$ cat src/rtl/uart_rx_to_glitcher_fifo.sv
// uart_rx_to_glitcher_fifo: buffers UART rx bytes in a circular FIFO feeding a registered valid/ready stage; define RX_OVF_STICKY_EN for a sticky overflow flag
module uart_rx_to_glitcher_fifo #(
  parameter int DEPTH = 4
) (
  input  logic                     clk,
  input  logic                     rst,
  input  logic                     rx_dv,
  input  logic [7:0]               rx_byte,
  input  logic                     glitcher_ready,
  input  logic                     ovf_clr,
  output logic                     glitcher_dv,
  output logic [7:0]               glitcher_byte,
  output logic                     overflow,
  output logic [$clog2(DEPTH):0]   fifo_count
);
  localparam int AW = $clog2(DEPTH);
  localparam logic [0:0] ST_EMPTY = 1'b0;
  localparam logic [0:0] ST_FULL  = 1'b1;
  localparam logic [AW:0] FULL_CNT = (AW+1)'(DEPTH);
  localparam logic [AW:0] CNT_ONE  = (AW+1)'(1);
  localparam logic [AW-1:0] PTR_ONE = AW'(1);
  logic [7:0]    mem [DEPTH];
  logic [AW-1:0] wr_ptr, rd_ptr;
  logic [0:0]    state;
  logic          push, pop, drop;
  assign glitcher_dv = state == ST_FULL;
  assign drop = rx_dv && fifo_count == FULL_CNT;
  assign push = rx_dv && !drop;
  assign pop  = fifo_count != '0 && (state == ST_EMPTY || glitcher_ready);
  // storage is never reset; an entry is only read after it has been written
  always_ff @(posedge clk)
    if (push) mem[wr_ptr] <= rx_byte;
  // pointers, occupancy, output register and the two-state output FSM
  always_ff @(posedge clk) begin
    if (rst) begin
      wr_ptr        <= '0;
      rd_ptr        <= '0;
      fifo_count    <= '0;
      state         <= ST_EMPTY;
      glitcher_byte <= '0;
    end else begin
      wr_ptr        <= push ? wr_ptr + PTR_ONE : wr_ptr;
      rd_ptr        <= pop ? rd_ptr + PTR_ONE : rd_ptr;
      fifo_count    <= (push && !pop) ? fifo_count + CNT_ONE :
                       (pop && !push) ? fifo_count - CNT_ONE : fifo_count;
      glitcher_byte <= pop ? mem[rd_ptr] : glitcher_byte;
      state         <= pop ? ST_FULL : glitcher_ready ? ST_EMPTY : state;
    end
  end
`ifdef RX_OVF_STICKY_EN
  // sticky drop flag; a drop on the same edge as ovf_clr keeps it set
  always_ff @(posedge clk)
    overflow <= rst ? 1'b0 : drop | (overflow & ~ovf_clr);
`else
  logic unused_ovf_clr;
  assign unused_ovf_clr = ovf_clr;
  // one-cycle pulse per dropped byte
  always_ff @(posedge clk)
    overflow <= rst ? 1'b0 : drop;
`endif
endmodule

$ cat config.mk
export PLATFORM = sky130hd
export DESIGN_NAME = uart_rx_to_glitcher_fifo
export DESIGN_NICKNAME = d
export VERILOG_FILES = /design/src/rtl/uart_rx_to_glitcher_fifo.sv
export SDC_FILE = /design/constraint.sdc
export NUM_CORES = 1
export LEC_CHECK = 0
export CORE_MARGIN = 2
export CORE_UTILIZATION = 51
export CTS_BUF_LIST = sky130_fd_sc_hd__clkbuf_4
export DETAILED_ROUTE_END_ITERATION = 6
export GPL_TIMING_DRIVEN = 0
export PLACE_DENSITY = 0.78
export SYNTH_ARGS = -nofsm -noshare
export SYNTH_HDL_FRONTEND = slang
export SYNTH_SLANG_ARGS = --single-unit
$ cat constraint.sdc
create_clock -name clk -period 2.08 [get_ports clk]
set_input_delay 0.416 -clock clk [delete_from_list [all_inputs] [get_ports clk]]
set_output_delay 0.416 -clock clk [all_outputs]
set_load 0.05 [all_outputs]
==> summary.txt, run 1 <==
Detailed routing
  • Drt first-iter violations: 70
  • Wirelength, routed: 3360 microns
  • Vias after detailed routing: 1206
  • Via density: 5.56
  • Final routed wire length divided by cell count: 15.5 microns
  • DRC errors left: 0
  • Final ANT Viol Nets: 0
  • First-pass detailed-route iteration total: 4

Worst setup path
  • Buffer and inverter count on the worst path: 2
  • Crit path cell chain: or3_4 > buf_6 > nand2_4 > ha_4 > inv_2 > fa_2 > xor2_1 > or3_4 > a21oi_2
  • Top cell family by delay on the critical path: simple AND/OR/NAND/NOR gates
  • Worst path required time: 2.38 ns
  • Cell type with the highest occurrence count on the critical path: or3_4
  • Critical path peak fanout: 2
  • Worst Setup Start Kind: flip-flop
  • CP max stage delay: 0.38 ns
  • Worst Setup End Kind: flip-flop
  • Cell with the largest stage delay on the worst path: or3_4
  • Crit path DAT: 2.36 ns
  • Startpoint-to-endpoint class of the critical path: reg -> reg

Global routing
  • Met1 layer usage reported by global route: 22.6%
  • GRT Resource Usage Total: 18.1%
  • Met3 Resource Use GR: 5.62%
  • Global Route met2 Usage: 29.0%
  • Global-route wire length before repair: 5700 microns
  • Antenna violations before repair: 0
  • Largest net degree at the start of global routing: 17
  • Number of global-route vias before repair: 1221
  • Most Crowded Layer GR: met2
  • Total congestion overflow: 0

Clock network
  • Clock tree from TritonCTS: done
  • Number of buffers added to fix hold violations after cts: 0
  • Inserted Clock Buffers: 5
  • Sinks on the clock net: 49
  • Clock slew seen by the registers of the worst setup and hold paths: 0.13 ns
  • Buffer levels on the longest clock path: 2
  • Clock latency on the worst-skew pair: 0.37 ns
  • CTS root buffer: clkbuf_4
  • Total number of H-tree levels: 2

Place
  • Number of buffer cells added on primary ports: 23
  • Placer's final routability congestion estimate: 0.769
  • Post-Place Cell Area: 0.00229 sq mm
  • Post-DP HPWL: 2270 microns

Synth
  • Sequential share of the synthesized area: 66.1%
  • Count of flip-flops with a built-in enable after synthesis: 32
  • Flip-flop cell with the highest count after synthesis: edfxtp_1
  • Netlist Area Pre-Place: 0.00197 sq mm
  • Count of synthesis-stage warnings from yosys: 0
  • Mapped Nets: 154
  • Flops & latches, synth: 49
  • Library cell occupying the most area in the post-synthesis netlist: edfxtp_1
  • Count of cell types in the netlist: 27
  • Fraction of synthesis flops using an asynchronous set or reset pin: 0%
  • Top-count cell post-synth: edfxtp_1
  • Average instance area after synthesis: 14.6 sq um
  • Largest cells by area after synthesis: edfxtp_1 (49%), dfxtp_1 (17%), mux4_2 (9.2%), a21oi_1 (3.3%), ha_1 (3.2%)
  • Post-synth top cells: edfxtp_1 (32), dfxtp_1 (17), a21oi_1 (13), o21ai_0 (12), nand3_1 (10)
  • Cell count after synthesis: 135
  • Yosys top cell area share: 48.8%

Min path
  • Path category of the worst min-delay check: in -> reg

STA
  • Setup violations, final: 0
  • Clock Skews: 0.0218 ns
  • Number of hold-slack violations in the final timing report: 0
  • Peak Freq: 486 MHz
  • Setup repair after global routing missed its margin: yes
  • Part of the cycle the worst path needs: 98.9%
  • Number of max-slew violations in the final report: 0
  • Worst slew pin tran: 0.510 ns
  • Worst slew margin: 65.9%
  • Sum of negative setup slack: 0 ns
  • Final critical path time including I/O delays and setup: 2.06 ns

Finish
  • Final cell area excluding filler cells: 0.00239 sq mm
  • Post-route core utilization: 64.8%
  • Proportion of layout cells with a drive suffix above 1: 22.5%
  • Total Nets Final: 187
  • Layout-stage area growth over the synthesis result: 21.4%
  • Number of diodes added for antenna fixing: 0
  • Count of filler cells inserted in the layout: 297

Floorplan
  • Die height: 66.1 microns
  • Full die area: 0.00437 sq mm
  • Area of the placeable core: 0.00369 sq mm
  • Row Count: 22
  • Count of pins on the block boundary: 26
  • Effective utilization at floorplan: 53.4%
  • Horizontal die dimension: 66.1 microns

Flow run
  • Max-cap violations: 0

Run status
  • Outcome: complete, no violations

Pwr
  • Maximum resistive drop on vdd: 0.000623 V
  • Static leakage: 0.855 nW
  • Cell area power density: 1310 mW/mm^2
-- metrics by stage --
step	cells	hold slack, ns	total power, W	setup slack (ns)
after floorplan	135	0.484	0.00232	-0.0986
after global placement	206	0.464	0.00263	-0.440
after detailed placement	206	0.467	0.00267	-0.519
after CTS	217	0.416	0.00315	0.0118
after global routing	217	0.434	0.00333	-0.0661
final	217	0.430	0.00313	0.0232
-- cells in the final DEF, fill, tap and decap left out, types with 3 or more instances in the layout --
master,instances
mux4_2,8
and3_1,4
clkbuf_1,4
nor2_1,3
a21oi_1,12
buf_4,4
inv_1,3
dlygate4sd2_1,3
edfxtp_1,32
dfxtp_1,13
clkbuf_4,6
ha_1,4
clkdlybuf4s50_1,19
o21ai_0,12
nand3_1,10
-- per-layer routing --
layer | wire [microns] | vias to the layer above
met5 | 0 | -
met4 | 59 | 0
met3 | 140 | 6
met2 | 1660 | 24
met1 | 1490 | 603
li1 | - | 573
-- cell families after synthesis --
kind of cell	synth area share, %
flip-flops	66.1
AND/OR/NAND/NOR	8.58
AO/OA/AOI/OAI	6.36
buffers and inverters	3.43
multiplexers	10.4
adder cells (fa/ha/maj)	4.20
XOR/XNOR	0.890
-- sequential cells by signal (all words and copies together), names as in the netlist --
register       cells
wr_ptr             2
overflow           1
glitcher_byte      8
mem               32
fifo_count         3
rd_ptr             2
glitcher_dv        1
-- path summary, 6_finish.rpt --
| check | slack, ns | depth (start not counted) | from | to |
|---|---|---|---|---|
| max | 0.02 | 9 | fifo_count[2] | fifo_count[2] |
| max reg2reg | 0.02 | 9 | fifo_count[2] | fifo_count[2] |
| min reg2reg | 0.49 | 2 | glitcher_byte[2] | glitcher_byte[2] |
| min | 0.43 | 2 | rst | fifo_count[2] |
-- report_power, final --
part | total (W) | internal, W | switching [W]
clock network | 0.000440 | 0.000149 | 0.000291
logic | 0.00140 | 0.000610 | 0.000787
registers | 0.00129 | 0.00121 | 0.0000800
total | 0.00313 | 0.00197 | 0.00116
-- worst reg2reg max path, delay by kind of cell (launching register included) --
family	cells	cell delay, ns
AOI/OAI and AO/OA	1	0.10
xor gates and xnor gates	1	0.15
adders and majority gates	2	0.46
buffers and inverters	2	0.16
DFF	1	0.37
and+or+nand+nor	3	0.75
-- final cells by class --
class	instances	area [sq um]	area share, %
buffer	9	55.1	2.30
clock buffer	6	45.0	1.88
clock inverter	2	15.0	0.628
inverter	4	15.0	0.628
multi-input combinational	73	637	26.6
sequential	49	1310	54.9
tap	48	60.1	2.51
timing repair buffer	26	251	10.5
-- repair_timing --
| action | CTS | global route |
|---|---|---|
| pin swaps | 3 | 0 |
| buffers inserted | 3 | 0 |
| hold endpoints to repair | 0 | 0 |
| gates resized for setup | 6 | 2 |
| endpoints found under the setup margin | 1 | 2 |
Power figures use the tool's default switching activity.
==> inputs of run 2 (changes only) <==
--- a/config.mk
+++ b/config.mk
@@ -5,11 +5,11 @@
 export SDC_FILE = /design/constraint.sdc
 export NUM_CORES = 1
 export LEC_CHECK = 0
+export CAP_MARGIN = 40
 export CORE_MARGIN = 2
 export CORE_UTILIZATION = 51
 export CTS_BUF_LIST = sky130_fd_sc_hd__clkbuf_4
 export DETAILED_ROUTE_END_ITERATION = 6
-export GPL_TIMING_DRIVEN = 0
 export PLACE_DENSITY = 0.78
 export SYNTH_ARGS = -nofsm -noshare
 export SYNTH_HDL_FRONTEND = slang
==> run 2 against run 1 <==
  * Sequential cell count is the same
  * Sequential power grew 4%
  * First-iteration DRC count grew 57%
  * Clock power shrank 0.9%
  * Count of clock-buffer cells in the layout is the same
  * Via count shrank 2.9%
  * Die area is the same
  * Critical path depth shrank 1
==> summary.txt, run 2 (synthesis gave the netlist of run 1 again) <==
Detailed routing
  • Drt first-iter violations: 110 (+57%)
  • First-pass detailed-route iteration total: 4 (unchanged)
  • Final routed wire length divided by cell count: 15.1 microns (-2.5%)
  • Vias after detailed routing: 1171 (-2.9%)
  • DRC errors left: 0 (unchanged)
  • Wirelength, routed: 3290 microns (-2.1%)
  • Final ANT Viol Nets: 0 (unchanged)
  • Via density: 5.37 (-3.3%)

Floorplan
  • Area of the placeable core: 0.00369 sq mm (unchanged)
  • Count of pins on the block boundary: 26 (unchanged)
  • Die height: 66.1 microns (unchanged)
  • Effective utilization at floorplan: 53.4% (unchanged)
  • Horizontal die dimension: 66.1 microns (unchanged)
  • Row Count: 22 (unchanged)
  • Full die area: 0.00437 sq mm (unchanged)

Clock network
  • Number of buffers added to fix hold violations after cts: 0 (unchanged)
  • Clock latency on the worst-skew pair: 0.37 ns (about the same)
  • Sinks on the clock net: 49 (unchanged)
  • Clock tree from TritonCTS: done
  • Inserted Clock Buffers: 5 (unchanged)
  • Clock slew seen by the registers of the worst setup and hold paths: 0.14 ns (about the same)
  • Buffer levels on the longest clock path: 2 (unchanged)
  • Total number of H-tree levels: 2 (unchanged)
  • CTS root buffer: clkbuf_4

Pwr
  • Cell area power density: 1290 mW/mm^2 (-1.3%)
  • Static leakage: 0.871 nW (+1.9%)
  • Maximum resistive drop on vdd: 0.000607 V (-2.5%)

Flow run
  • Max-cap violations: 0 (unchanged)

Worst setup path
  • Startpoint-to-endpoint class of the critical path: reg -> reg
  • Cell type with the highest occurrence count on the critical path: or3_4
  • Critical path peak fanout: 5 (+3)
  • Crit path DAT: 2.38 ns (+0.02 ns)
  • Worst path required time: 2.39 ns (about the same)
  • CP max stage delay: 0.40 ns (+0.02 ns)
  • Crit path cell chain: or3_4 > nand2_4 > ha_4 > inv_2 > fa_2 > xor2_2 > or3_4 > a21oi_2
  • Buffer and inverter count on the worst path: 1 (-1)
  • Worst Setup End Kind: flip-flop
  • Cell with the largest stage delay on the worst path: or3_4
  • Top cell family by delay on the critical path: simple AND/OR/NAND/NOR gates
  • Worst Setup Start Kind: flip-flop

Finish
  • Layout-stage area growth over the synthesis result: 23.1%
  • Number of diodes added for antenna fixing: 0 (unchanged)
  • Most frequent standard cell in the layout excluding fill and tap cells: edfxtp_1
  • Largest register FFs: 32 (unchanged)
  • Commonest non-fill, non-tap cells in the layout: edfxtp_1 (32), clkdlybuf4s50_1 (21), dfxtp_1 (13)
  • Largest Register: mem
  • Final cell area excluding filler cells: 0.00242 sq mm (+1.4%)
  • Largest registers: mem: 32 flops, glitcher_byte: 8 flops, fifo_count: 3 flops
  • Total Nets Final: 188 (+0.53%)
  • Post-route non-filler standard cell count: 218 (+0.46%)
  • Proportion of layout cells with a drive suffix above 1: 25.3% (+2.8 points)

Global routing
  • GRT Resource Usage Total: 17.6% (-0.44 points)
  • Number of global-route vias before repair: 1206 (-1.2%)
  • Global-route wire length before repair: 5530 microns (-3.0%)
  • Largest net degree at the start of global routing: 16 (-1)
  • Total congestion overflow: 0 (unchanged)
  • Antenna violations before repair: 0 (unchanged)

STA
  • Worst slew pin tran: 0.601 ns (+0.0911 ns)
  • Sum of negative setup slack: 0 ns (unchanged)
  • Clock Skews: 0.0115 ns (-0.0103 ns)
  • Setup violations, final: 0 (unchanged)
  • Peak Freq: 483 MHz (-0.57%)
  • Worst slew margin: 59.9% (-6.0 points)
  • Part of the cycle the worst path needs: 99.5% (+0.57 points)
  • Setup repair after global routing missed its margin: yes
  • Number of max-slew violations in the final report: 0 (unchanged)
  • Number of hold-slack violations in the final timing report: 0 (unchanged)
  • Final critical path time including I/O delays and setup: 2.07 ns (+0.0118 ns)

Place
  • Placer's final routability congestion estimate: 0.754 (-1.9%)
  • Post-Place Cell Area: 0.00233 sq mm (+1.4%)
  • Post-DP HPWL: 2260 microns (-0.45%)
  • Number of buffer cells added on primary ports: 24 (+4.3%)
  • Inst Count DP: 208 (+0.97%)

Min path
  • Path category of the worst min-delay check: reg -> reg

Run status
  • Outcome: complete, no violations
## run 2: cell count changes in the layout (fill, tap and decap cells not counted), sizes merged
cell           change
buf                +5
dlygate4sd2        -1
clkinv             -1
clkinvlp           +1
clkdlybuf4s50      +2
clkbuf             -5
## run 2: final cells by class
cell class,instances,area [sq um]
clock buffer,6,45.0
clock inverter,2,13.8
fill,279,1270
inverter,4,15.0
multi-input combinational,73,647
sequential,49,1310
tap,48,60.1
timing repair buffer,36,330
## run 2: stage by stage
step / worst slack, ns / power, W / hold WS (ns) / util (%)
2_1_floorplan: -0.0986 / 0.00232 / 0.484 / -
3_3_place_gp: -0.295 / 0.00264 / 0.465 / 63.1
3_5_place_dp: -0.369 / 0.00268 / 0.468 / 63.1
4_1_cts: 0.00906 / 0.00313 / 0.486 / 64.9
5_1_grt: -0.0894 / 0.00333 / 0.509 / 65.7
6_report: 0.0113 / 0.00313 / 0.485 / 65.7
## run 2: power by group
| part | leakage (nW) | switching, W | internal (W) |
|---|---|---|---|
| combinational | 0.404 | 0.000740 | 0.000611 |
| clock | 0.0322 | 0.000290 | 0.000147 |
| sequential | 0.435 | 0.000129 | 0.00121 |
## run 2: worst paths after layout
| check | start | to | slack (ns) | depth (start not counted) |
|---|---|---|---|---|
| worst min-delay path | glitcher_byte[0] | glitcher_byte[0] | 0.49 | 2 |
| worst max-delay path | fifo_count[2] | fifo_count[2] | 0.01 | 8 |
| worst max register to register | fifo_count[2] | fifo_count[2] | 0.01 | 8 |
| worst min register to register | glitcher_byte[0] | glitcher_byte[0] | 0.49 | 2 |
## run 2: worst reg2reg max path, cell delays in order, from the launching register on
cell and delay (ns):
dfxtp_4 0.39, or3_4 0.40, nand2_4 0.08, ha_4 0.13, inv_2 0.04, fa_2 0.36, xor2_2 0.16, or3_4 0.33
a21oi_2 0.13
## run 2: timing repair
action,in CTS,in global routing
pin swaps,0,6
endpoints found under the setup margin,3,1
resized for setup,4,3
setup buffers,0,2
## run 2: metal layers
metal  up-vias  track usage, %  share of wire, %
met5         -               0                 0
met4         0            7.91               1.8
met3         5            5.96               4.6
met2        27            28.2                49
met1       565            21.6                45
li1        574               -                 -
